**src/rtl/tt_sweep_if.sv**
```systemverilog
// Handshake and data bundle between the sweep controller and the characterisation harness.
// The slave side is the sweep controller; the master side drives requests and the network output.
interface tt_sweep_if #(
    parameter int N_IN = 7,
    parameter int TT_W = 2**N_IN
) ();
    logic              start;
    logic              ready_in;
    logic              abort;
    logic [TT_W-1:0]   expect_tt;
    logic [N_IN-1:0]   x_out;
    logic              f_in;
    logic              busy;
    logic              done_valid;
    logic              done_ready;
    logic [TT_W-1:0]   tt_out;
    logic [N_IN:0]     ones_cnt;
    logic              match;

    modport master (
        output start, abort, expect_tt, f_in, done_ready,
        input  ready_in, x_out, busy, done_valid, tt_out, ones_cnt, match
    );

    modport slave (
        input  start, abort, expect_tt, f_in, done_ready,
        output ready_in, x_out, busy, done_valid, tt_out, ones_cnt, match
    );
endinterface

```
**src/rtl/tt_sweep_capture.sv**
```systemverilog
// Exhaustive truth-table extractor: walks every minterm of an N_IN-input network,
// samples its output after SETTLE extra cycles and reports table, popcount and match.
//
//  state   | meaning
//  S_IDLE  | waiting for start, x_out parked at 0, last result on tt_out
//  S_DRIVE | sweeping minterms, holding each for SETTLE+1 cycles
//  S_DONE  | result valid, waiting for done_ready (start+done_ready restarts)
module tt_sweep_capture #(
    parameter int N_IN   = 7,
    parameter int SETTLE = 0
) (
    input  logic        clk,
    input  logic        rst_n,
    tt_sweep_if.slave   bus
);
    localparam int TT_W   = 2**N_IN;
    localparam int HOLD_W = (SETTLE > 0) ? $clog2(SETTLE + 1) : 1;

    typedef enum logic [1:0] {
        S_IDLE  = 2'd0,
        S_DRIVE = 2'd1,
        S_DONE  = 2'd2
    } state_t;

    state_t            r_state;
    state_t            w_state_next;
    logic [N_IN-1:0]   r_idx;
    logic [HOLD_W-1:0] r_hold;
    logic [TT_W-1:0]   r_tt;
    logic [N_IN:0]     r_cnt;
    logic [TT_W-1:0]   r_exp;
    logic              r_match;

    logic              w_accept;
    logic              w_sample;
    logic              w_last;
    logic [TT_W-1:0]   w_tt_next;

    always_comb begin
        w_accept  = ((r_state == S_IDLE) && bus.start)
                 || ((r_state == S_DONE) && bus.done_ready && bus.start);
        w_sample  = (r_state == S_DRIVE) && (r_hold == '0) && !bus.abort;
        w_last    = w_sample && (&r_idx);
        // table is cleared at start, so OR-ing in the sampled bit is enough
        w_tt_next = r_tt | ({{(TT_W-1){1'b0}}, bus.f_in} << r_idx);
    end

    always_ff @(posedge clk or negedge rst_n) begin
        if (!rst_n) r_state <= S_IDLE;
        else        r_state <= w_state_next;
    end

    always_comb begin
        w_state_next   = r_state;
        bus.ready_in   = 1'b0;
        bus.busy       = 1'b0;
        bus.done_valid = 1'b0;
        bus.x_out      = '0;
        case (r_state)
            S_IDLE: begin
                bus.ready_in = 1'b1;
                if (bus.start) w_state_next = S_DRIVE;
            end
            S_DRIVE: begin
                bus.busy  = 1'b1;
                bus.x_out = r_idx;
                if (bus.abort)   w_state_next = S_IDLE;
                else if (w_last) w_state_next = S_DONE;
            end
            S_DONE: begin
                bus.done_valid = 1'b1;
                bus.ready_in   = bus.done_ready;
                if (bus.done_ready) w_state_next = bus.start ? S_DRIVE : S_IDLE;
            end
            default: w_state_next = S_IDLE;
        endcase
    end

    always_ff @(posedge clk or negedge rst_n) begin
        if (!rst_n) begin
            r_idx   <= '0;
            r_hold  <= '0;
            r_tt    <= '0;
            r_cnt   <= '0;
            r_exp   <= '0;
            r_match <= 1'b0;
        end else if (w_accept) begin
            r_idx   <= '0;
            r_hold  <= HOLD_W'(SETTLE);
            r_tt    <= '0;
            r_cnt   <= '0;
            r_exp   <= bus.expect_tt;
            r_match <= 1'b0;
        end else if (r_state == S_DRIVE) begin
            if (bus.abort) begin
                r_idx   <= '0;
                r_hold  <= '0;
                r_tt    <= '0;
                r_cnt   <= '0;
                r_match <= 1'b0;
            end else if (r_hold != '0) begin
                r_hold <= r_hold - HOLD_W'(1);
            end else begin
                r_tt  <= w_tt_next;
                r_cnt <= r_cnt + {{N_IN{1'b0}}, bus.f_in};
                if (w_last) begin
                    r_idx   <= '0;
                    r_match <= (w_tt_next == r_exp);
                end else begin
                    r_idx  <= r_idx + N_IN'(1);
                    r_hold <= HOLD_W'(SETTLE);
                end
            end
        end
    end

    assign bus.tt_out   = r_tt;
    assign bus.ones_cnt = r_cnt;
    assign bus.match    = r_match;
endmodule

```
**src/flat_wrapper.sv**
```systemverilog
// flat-port wrapper written by rule: the top's interface ports become plain ports
module tt_sweep_capture_flat 
#(
    parameter int N_IN   = 7,
    parameter int SETTLE = 0
)
  (clk, rst_n, bus_start, bus_abort, bus_expect_tt, bus_f_in, bus_done_ready, bus_ready_in, bus_x_out, bus_busy, bus_done_valid, bus_tt_out, bus_ones_cnt, bus_match);
  tt_sweep_if #(.N_IN(N_IN)) bus_i ();
  input  logic clk;
  input  logic rst_n;
  input wire logic [$bits(bus_i.start)-1:0] bus_start;
  input wire logic [$bits(bus_i.abort)-1:0] bus_abort;
  input wire logic [$bits(bus_i.expect_tt)-1:0] bus_expect_tt;
  input wire logic [$bits(bus_i.f_in)-1:0] bus_f_in;
  input wire logic [$bits(bus_i.done_ready)-1:0] bus_done_ready;
  output wire logic [$bits(bus_i.ready_in)-1:0] bus_ready_in;
  output wire logic [$bits(bus_i.x_out)-1:0] bus_x_out;
  output wire logic [$bits(bus_i.busy)-1:0] bus_busy;
  output wire logic [$bits(bus_i.done_valid)-1:0] bus_done_valid;
  output wire logic [$bits(bus_i.tt_out)-1:0] bus_tt_out;
  output wire logic [$bits(bus_i.ones_cnt)-1:0] bus_ones_cnt;
  output wire logic [$bits(bus_i.match)-1:0] bus_match;
  assign bus_i.start = bus_start;
  assign bus_i.abort = bus_abort;
  assign bus_i.expect_tt = bus_expect_tt;
  assign bus_i.f_in = bus_f_in;
  assign bus_i.done_ready = bus_done_ready;
  assign bus_ready_in = bus_i.ready_in;
  assign bus_x_out = bus_i.x_out;
  assign bus_busy = bus_i.busy;
  assign bus_done_valid = bus_i.done_valid;
  assign bus_tt_out = bus_i.tt_out;
  assign bus_ones_cnt = bus_i.ones_cnt;
  assign bus_match = bus_i.match;
  tt_sweep_capture #(.N_IN(N_IN), .SETTLE(SETTLE)) u_core (.clk(clk), .rst_n(rst_n), .bus(bus_i));
endmodule
```
**config.mk**
```make
export PLATFORM = sky130hd
export DESIGN_NAME = tt_sweep_capture_flat
export DESIGN_NICKNAME = d
export VERILOG_FILES = /design/src/rtl/tt_sweep_if.sv /design/src/rtl/tt_sweep_capture.sv /design/src/flat_wrapper.sv
export SDC_FILE = /design/constraint.sdc
export NUM_CORES = 1
export LEC_CHECK = 0
export BUFFER_PORTS_ARGS = -buffer_cell sky130_fd_sc_hd__buf_2
export CELL_PAD_IN_SITES_DETAIL_PLACEMENT = 0
export CELL_PAD_IN_SITES_GLOBAL_PLACEMENT = 1
export CORE_MARGIN = 1
export CORE_UTILIZATION = 31
export CTS_CLUSTER_DIAMETER = 150
export CTS_CLUSTER_SIZE = 16
export DETAILED_ROUTE_END_ITERATION = 12
export GPL_TIMING_DRIVEN = 0
export PLACE_DENSITY = 0.61
export SYNTH_ARGS = -nofsm -noshare
export SYNTH_HDL_FRONTEND = slang
export SYNTH_SLANG_ARGS = --single-unit
export TNS_END_PERCENT = 30
```
**constraint.sdc**
```tcl
create_clock -name clk -period 8.01 [get_ports clk]
set_clock_uncertainty 0.1 [all_clocks]
set_input_delay 1.2015 -clock clk [delete_from_list [all_inputs] [get_ports clk]]
set_output_delay 1.2015 -clock clk [all_outputs]
set_load 0.01 [all_outputs]
```
==> summary.txt, run 1 <==
DR iter-0 viols: 971
syn avg cell area: 10.8 µm²
cts bufs inserted: 21
CP max FO: 10
Unique masters post-synth: 53
Synth async-reset ratio: 100%
Max stage delay on crit path: 0.66 ns
Setup violations, final: 0
RSZ-0062 raised after global routing: no
# rows: 74
Buffers on Ports: 280
worst-margin pin slew: 1.42 ns
Max IR drop VDD: 0.138 mV
first-pass GRT wire length: 85200 µm
number of flops mapped to enable cells by yosys: 0
Post-Synthesis Cells: 1212
critical path class: input pin to flop
Critical-path top delay cell: clkbuf_1
Rel. slew slack: 5.30%
Top FF cell, synth: dfrtp_1
Num Clock Sinks: 274
worst-skew pair later-pin latency: 0.55 ns
syn_nets: 1349
layout cells sized above 1: 32.4%
CP Cell Sequence: buf_2 -> clkbuf_1 -> clkbuf_1 -> a41oi_1 -> xnor2_1 -> nor3_1 -> nand4_1 -> or4_1 -> o31ai_2
startpoint types: input pin
pre-CTS setup slack: 3.17 ns
Worst Path Required: 8.37 ns
Seq/Total Area, Yosys: 52.4%
antenna violations before repair: 1
setup bufs post-CTS: 0
Overflow after GRT: 0
Final Cycle Share: 54.2%
IO Pins: 281
post-route ant nets: 0
Peak Freq: 230 MHz
clock-pin slew on the worst setup and hold paths: 0.08 ns
Post-Syn Area: 13100 µm²
final worst-path setup slack: 3.67 ns
final WL: 60900 µm
Final min period: 4.34 ns
full die area: 43000 µm²
status: complete, no violations
largest net degree at the start of global routing: 115
vias: 11197
Clock Path Buffers: 3
HPWL after DPL: 46500 µm
Buf/Inv on CP: 3
gpl congestion: 0.944
post_cts resized: 0
Total GRT Usage: 28.2%
die height: 207 µm
Root Buffer: clkbuf_16
fin nets: 1658
PD cells: 224 nW/µm²
CP endpoint kind: flop
CTS tree: yes
Die Width: 207 µm
Slew Viols, Final: 0
Crit path max-delay family: simple AND/OR/NAND/NOR gates
flops & latches, synth: 274
LEAKAGE: 7.16 nW
CP arrival: 4.70 ns
vias in the first global route: 11309
Synth Warn #: 0
Antenna diodes: 0
H-tree level count: 1
most frequent CP cell: clkbuf_1
Initial DRT Pass Iterations: 5
core area: 41200 µm²
initial cell density of the core: 31.8%
drt via density: 5.45
Hold Path Class: flop to flop
DR WL/cell: 29.7 µm
P&R area growth vs syn: 21.0%
TNS Setup: 0 ns
DRC violations left: 0
Max-Cap Viols: 0
final hold violation count: 0
Hold Buf Count CTS: 0
==> synth_stat cells, drive strengths merged (11+ instances only) <==
master	count	share of area (%)
clkbuf	53	1.5
xnor2	43	2.9
nor2	140	4.0
o21ai	19	0.73
mux2	128	11
a31oi	37	1.8
nand4	18	0.86
a21oi	209	8.1
dfrtp	274	52
xor2	69	4.6
buf	39	1.6
nor2b	19	0.91
nor4	16	0.77
and2	11	0.53
nand2	19	0.55
==> tightest hold or removal path: stages, from the launching register on <==
cell and delay, ns:
dfrtp_1 0.37, a21oi_1 0.05, nor2_1 0.08
==> through the flow <==
stage / hold WS [ns] / cell area, µm² / util [%] / instances / total power, mW
floorplan: 0.399 / 13100 / - / 1212 / 2.16
global placement: 0.400 / 15200 / 36.8 / 2024 / 2.54
detailed placement: 0.408 / 15300 / 37.1 / 2030 / 2.57
CTS: 0.426 / 15800 / 38.4 / 2053 / 3.57
global route: 0.449 / 15800 / 38.4 / 2053 / 3.68
finish: 0.424 / 15800 / 38.4 / 2053 / 3.55
==> layer usage <==
layer	global-route usage [%]	part of all wire [%]	up-vias
met5	0.334	0	-
met4	10.9	4.2	0
met3	6.69	7.7	101
met2	43.5	45	477
met1	38.0	43	5695
li1	-	-	4924
==> final timing paths <==
path,startpoint,end,slack [ns],cells after the start
min in group asynchronous,rst_n,u_core.r_exp[52],0.46,1
min,u_core.bus.tt_out[60],u_core.bus.tt_out[60],0.42,2
max reg2reg,u_core.r_idx[3],u_core.bus.match,3.77,8
min reg2reg,u_core.bus.tt_out[60],u_core.bus.tt_out[60],0.42,2
max,bus_f_in,u_core.bus.match,3.67,9
max in group asynchronous,rst_n,u_core.bus.tt_out[28],5.91,3
==> cell families after synthesis <==
kind of cell               Yosys count  synth area share (%)
DFF                                274                  52.4
muxes                              128                  11.0
adders and majority gates            3                 0.287
AOI/OAI and AO/OA                  305                  13.3
and+or+nand+nor                    296                  12.3
xor gates and xnor gates           112                  7.50
buffers and inverters               94                  3.21
==> final cells by class <==
type / count / area [µm²]
Buffer: 92 / 413
Clock inverter: 2 / 25.0
Clock buffer: 21 / 526
Inverter: 2 / 7.51
Timing Repair Buffer: 286 / 1500
Tap cell: 532 / 666
Fill cell: 4187 / 25400
Multi-Input combinational cell: 844 / 5840
Sequential cell: 274 / 6860
==> cell usage in the layout (no fill, tap or decap), drive strengths merged, types with 5 or more instances in the layout <==
master,n
o2bb2ai,9
and2,11
nor4,16
and4bb,5
mux2,128
a41oi,9
clkbuf,74
buf,325
nor3,7
xor2,69
dfrtp,274
nor4b,6
and4b,10
a22o,10
nand4,18
a31oi,37
a21oi,209
xnor2,43
nand3,8
nand2,19
nor2,140
and3,10
and4,5
o21ai,19
nor2b,19
nor4bb,9
==> registers in the layout (all words and copies together) (netlist names) <==
signal,count
u_core.bus.match,1
u_core.bus.ones_cnt,8
u_core.bus.tt_out,128
u_core.r_exp,128
u_core.r_idx,7
u_core.r_state,2
==> where the power goes <==
group | internal (mW) | switching, mW
registers | 1.56 | 0.157
logic | 0.329 | 0.498
clock network | 0.473 | 0.531
total | 2.36 | 1.19
Power figures use the tool's default switching activity.
==> inputs of run 2 (changes only) <==
--- a/config.mk
+++ b/config.mk
@@ -5,6 +5,7 @@
 export SDC_FILE = /design/constraint.sdc
 export NUM_CORES = 1
 export LEC_CHECK = 0
+export ABC_AREA = 1
 export BUFFER_PORTS_ARGS = -buffer_cell sky130_fd_sc_hd__buf_2
 export CELL_PAD_IN_SITES_DETAIL_PLACEMENT = 0
 export CELL_PAD_IN_SITES_GLOBAL_PLACEMENT = 1
@@ -14,7 +15,7 @@
 export CTS_CLUSTER_SIZE = 16
 export DETAILED_ROUTE_END_ITERATION = 12
 export GPL_TIMING_DRIVEN = 0
-export PLACE_DENSITY = 0.61
+export PLACE_DENSITY = 0.67
 export SYNTH_ARGS = -nofsm -noshare
 export SYNTH_HDL_FRONTEND = slang
 export SYNTH_SLANG_ARGS = --single-unit
==> constraint.sdc (replaced) <==
create_clock -name clk -period 3.6 [get_ports clk]
set_clock_uncertainty 0.1 [all_clocks]
set_input_delay 0.54 -clock clk [delete_from_list [all_inputs] [get_ports clk]]
set_output_delay 0.54 -clock clk [all_outputs]
set_load 0.01 [all_outputs]
==> run 2 against run 1 <==
  * Sequential share of layout area shrank 4.7 points
  * First-iteration DRC count grew 59%
  * Sequential cell count is the same
  * Setup slack lost 3.3 ns
  * Critical path type is now flop to flop
  * Critical endpoint unchanged
  * Largest cell class unchanged
  * Highest routed layer is now met5
==> summary.txt, run 2 <==
status: complete, no violations
Unique masters post-synth: 37 (-30%)
RSZ-0062 raised after global routing: no
CP Cell Sequence: inv_1 -> nand3_1 -> nor2_2 -> nand4_1 -> nand3_1 -> nand2_1 -> nor2_1 -> nand2_1 -> nor2_1 -> nand2_1 -> nor2_1 -> nand2_1 -> nor2_1 -> nand2_1 -> nand2_1
Post-Syn Area: 14900 µm² (+14%)
Max IR drop VDD: 0.290 mV (+110%)
Top FF cell, synth: dfrtp_1
post-route ant nets: 0 (unchanged)
P&R area growth vs syn: 18.9%
Max stage delay on crit path: 0.50 ns (-0.16 ns)
CTS tree: yes
Worst Path Required: 3.99 ns (-4.38 ns)
most frequent CP cell: nand2_1
critical path class: flop to flop
# rows: 80 (+8.1%)
worst-skew pair later-pin latency: 0.55 ns (about the same)
Total GRT Usage: 28.1% (-0.055 points)
cell with the most instances after synthesis: nand2_1
Critical-path top delay cell: dfrtp_1
HPWL after DPL: 52600 µm (+13%)
Num Clock Sinks: 274 (unchanged)
antenna violations before repair: 1 (unchanged)
syn avg cell area: 7.24 µm² (-33%)
final worst-path setup slack: 0.347 ns (-3.32 ns)
layout cells sized above 1: 14.8% (-18 points)
vias in the first global route: 14553 (+29%)
CP max FO: 8 (-2)
DRC violations left: 0 (unchanged)
top post-synthesis cells by count: nand2_1 (624), inv_1 (328), dfrtp_1 (274)
DR WL/cell: 23.5 µm (-21%)
Die Width: 221 µm (+6.8%)
H-tree level count: 1 (unchanged)
Hold Path Class: input pin to flop
final core utilization: 37.3% (-1.2 points)
CP endpoint kind: flop
vias: 15287 (+37%)
most frequent cells in the layout: nand2_1 (624), inv_1 (328), buf_2 (292)
worst-margin pin slew: 1.26 ns (-0.156 ns)
Antenna diodes: 0 (unchanged)
fillers: 5193 (+24%)
gpl congestion: 0.898 (-4.9%)
clock-pin slew on the worst setup and hold paths: 0.09 ns (about the same)
fin nets: 2507 (+51%)
Final Cycle Share: 90.4%
number of flops mapped to enable cells by yosys: 0 (unchanged)
Initial DRT Pass Iterations: 8 (+3)
DR iter-0 viols: 1543 (+59%)
Hold Buf Count CTS: 1 (+1)
Root Buffer: clkbuf_16
Clock Path Buffers: 3 (unchanged)
final WL: 70100 µm (+15%)
Finished Layout Cells: 2985 (+45%)
drt via density: 5.12 (-6.1%)
final hold violation count: 0 (unchanged)
pre-CTS setup slack: 0.215 ns (-2.95 ns)
Peak Freq: 307 MHz
leading area contributor after synthesis: dfrtp_1
syn_nets: 2200 (+63%)
Setup violations, final: 0 (unchanged)
Overflow after GRT: 0 (unchanged)
Synth Warn #: 0 (unchanged)
Final min period: 3.25 ns
largest net degree at the start of global routing: 78 (-32%)
Slew Viols, Final: 0 (unchanged)
cts bufs inserted: 21 (unchanged)
Rel. slew slack: 15.9% (+11 points)
post_cts resized: 0 (unchanged)
startpoint types: flop
core area: 47600 µm² (+16%)
full die area: 49000 µm² (+14%)
TNS Setup: 0 ns (unchanged)
Seq/Total Area, Yosys: 45.9% (-6.5 points)
flops & latches, synth: 274 (unchanged)
Area contributors post-synth: dfrtp_1 (46%), nand2_1 (16%), inv_1 (8.2%)
CP arrival: 3.65 ns (-1.05 ns)
first-pass GRT wire length: 99200 µm (+16%)
LEAKAGE: 9.61 nW (+34%)
Max-Cap Viols: 0 (unchanged)
setup bufs post-CTS: 0 (unchanged)
Buffers on Ports: 280 (unchanged)
Post-Synthesis Cells: 2063 (+70%)
die height: 221 µm (+6.8%)
commonest non-fill, non-tap cell in the layout: nand2_1
initial cell density of the core: 31.3% (-0.42 points)
top cell type's share of synthesized area: 45.9% (-6.5 points)
IO Pins: 281 (unchanged)
PD cells: 564 nW/µm² (+150%)
Synth async-reset ratio: 100% (unchanged)
placed insts: 2961 (+46%)
==> run 2: changes by cell type after synthesis, sizes merged, moves of 21 or more <==
cell | previous run | this run
nand3 | 8 | 141
o21ai | 19 | 191
nand2 | 19 | 626
inv | 2 | 332
o21a | 0 | 54
a22oi | 0 | 21
xnor2 | 43 | 1
nand4 | 18 | 96
a21oi | 209 | 16
xor2 | 69 | 16
nor2 | 140 | 166
a31oi | 37 | 0
mux2 | 128 | 0
==> run 2: layout make-up <==
class / instances / area [µm²] / area share, %
flip-flops and latches: 274 / 6860 / 38.6
multi-input cells: 1353 / 6350 / 35.8
inverters: 336 / 1260 / 7.10
clock inverters: 2 / 25.0 / 0.141
well taps: 615 / 769 / 4.33
repair buffers: 284 / 1500 / 8.47
plain buffers: 100 / 458 / 2.58
clock buffers: 21 / 526 / 2.96
==> run 2: kinds of logic after synthesis <==
kind of cell	after synthesis	share of synthesized area (%)
adder cells (fa/ha/maj)	3	0.251
AO/OA/AOI/OAI	292	11.2
AND/OR/NAND/NOR	1041	30.1
buffers and inverters	436	11.5
XOR/XNOR	17	0.997
flip-flops	274	45.9
==> run 2: final timing paths <==
check                                        from                     end  slack, ns  depth (start not counted)
worst max register to register    u_core.r_idx[1]        u_core.bus.match       0.35                         15
min in group asynchronous                   rst_n  u_core.bus.ones_cnt[2]       0.40                          2
max in group asynchronous                   rst_n   u_core.bus.tt_out[93]       1.88                          4
worst min-delay path            bus_expect_tt[51]        u_core.r_exp[51]       0.08                          3
worst min register to register   u_core.r_exp[56]        u_core.r_exp[56]       0.42                          2
worst max-delay path              u_core.r_idx[1]        u_core.bus.match       0.35                         15
==> run 2: where the power goes <==
group	total, mW	switching, mW	internal, mW	leakage (nW)
logic	3.65	2.68	0.968	5.73
clock network	2.28	1.23	1.05	0.271
registers	4.08	0.363	3.72	3.61
==> run 2: critical path: cells and delay by family (launching register included) <==
family / cells / cell delay [ns]
and+or+nand+nor: 14 / 2.27
buffers and inverters: 1 / 0.30
DFF: 1 / 0.50
==> run 2: layer usage <==
layer / share of wire, % / GRT usage [%]
met5: 0.019 / 0
met4: 2.8 / 7.59
met3: 6.3 / 3.97
met2: 46 / 45.5
met1: 45 / 39.2
==> run 2: per-stage QoR <==
stage	cell area (µm²)	hold WS [ns]	power [mW]
6_report	17800	0.0849	10.0
5_1_grt	17800	0.0905	10.5
4_1_cts	17800	0.0747	10.0
3_5_place_dp	17200	0.390	7.73
3_3_place_gp	17100	0.388	7.68
2_1_floorplan	14900	0.144	6.10
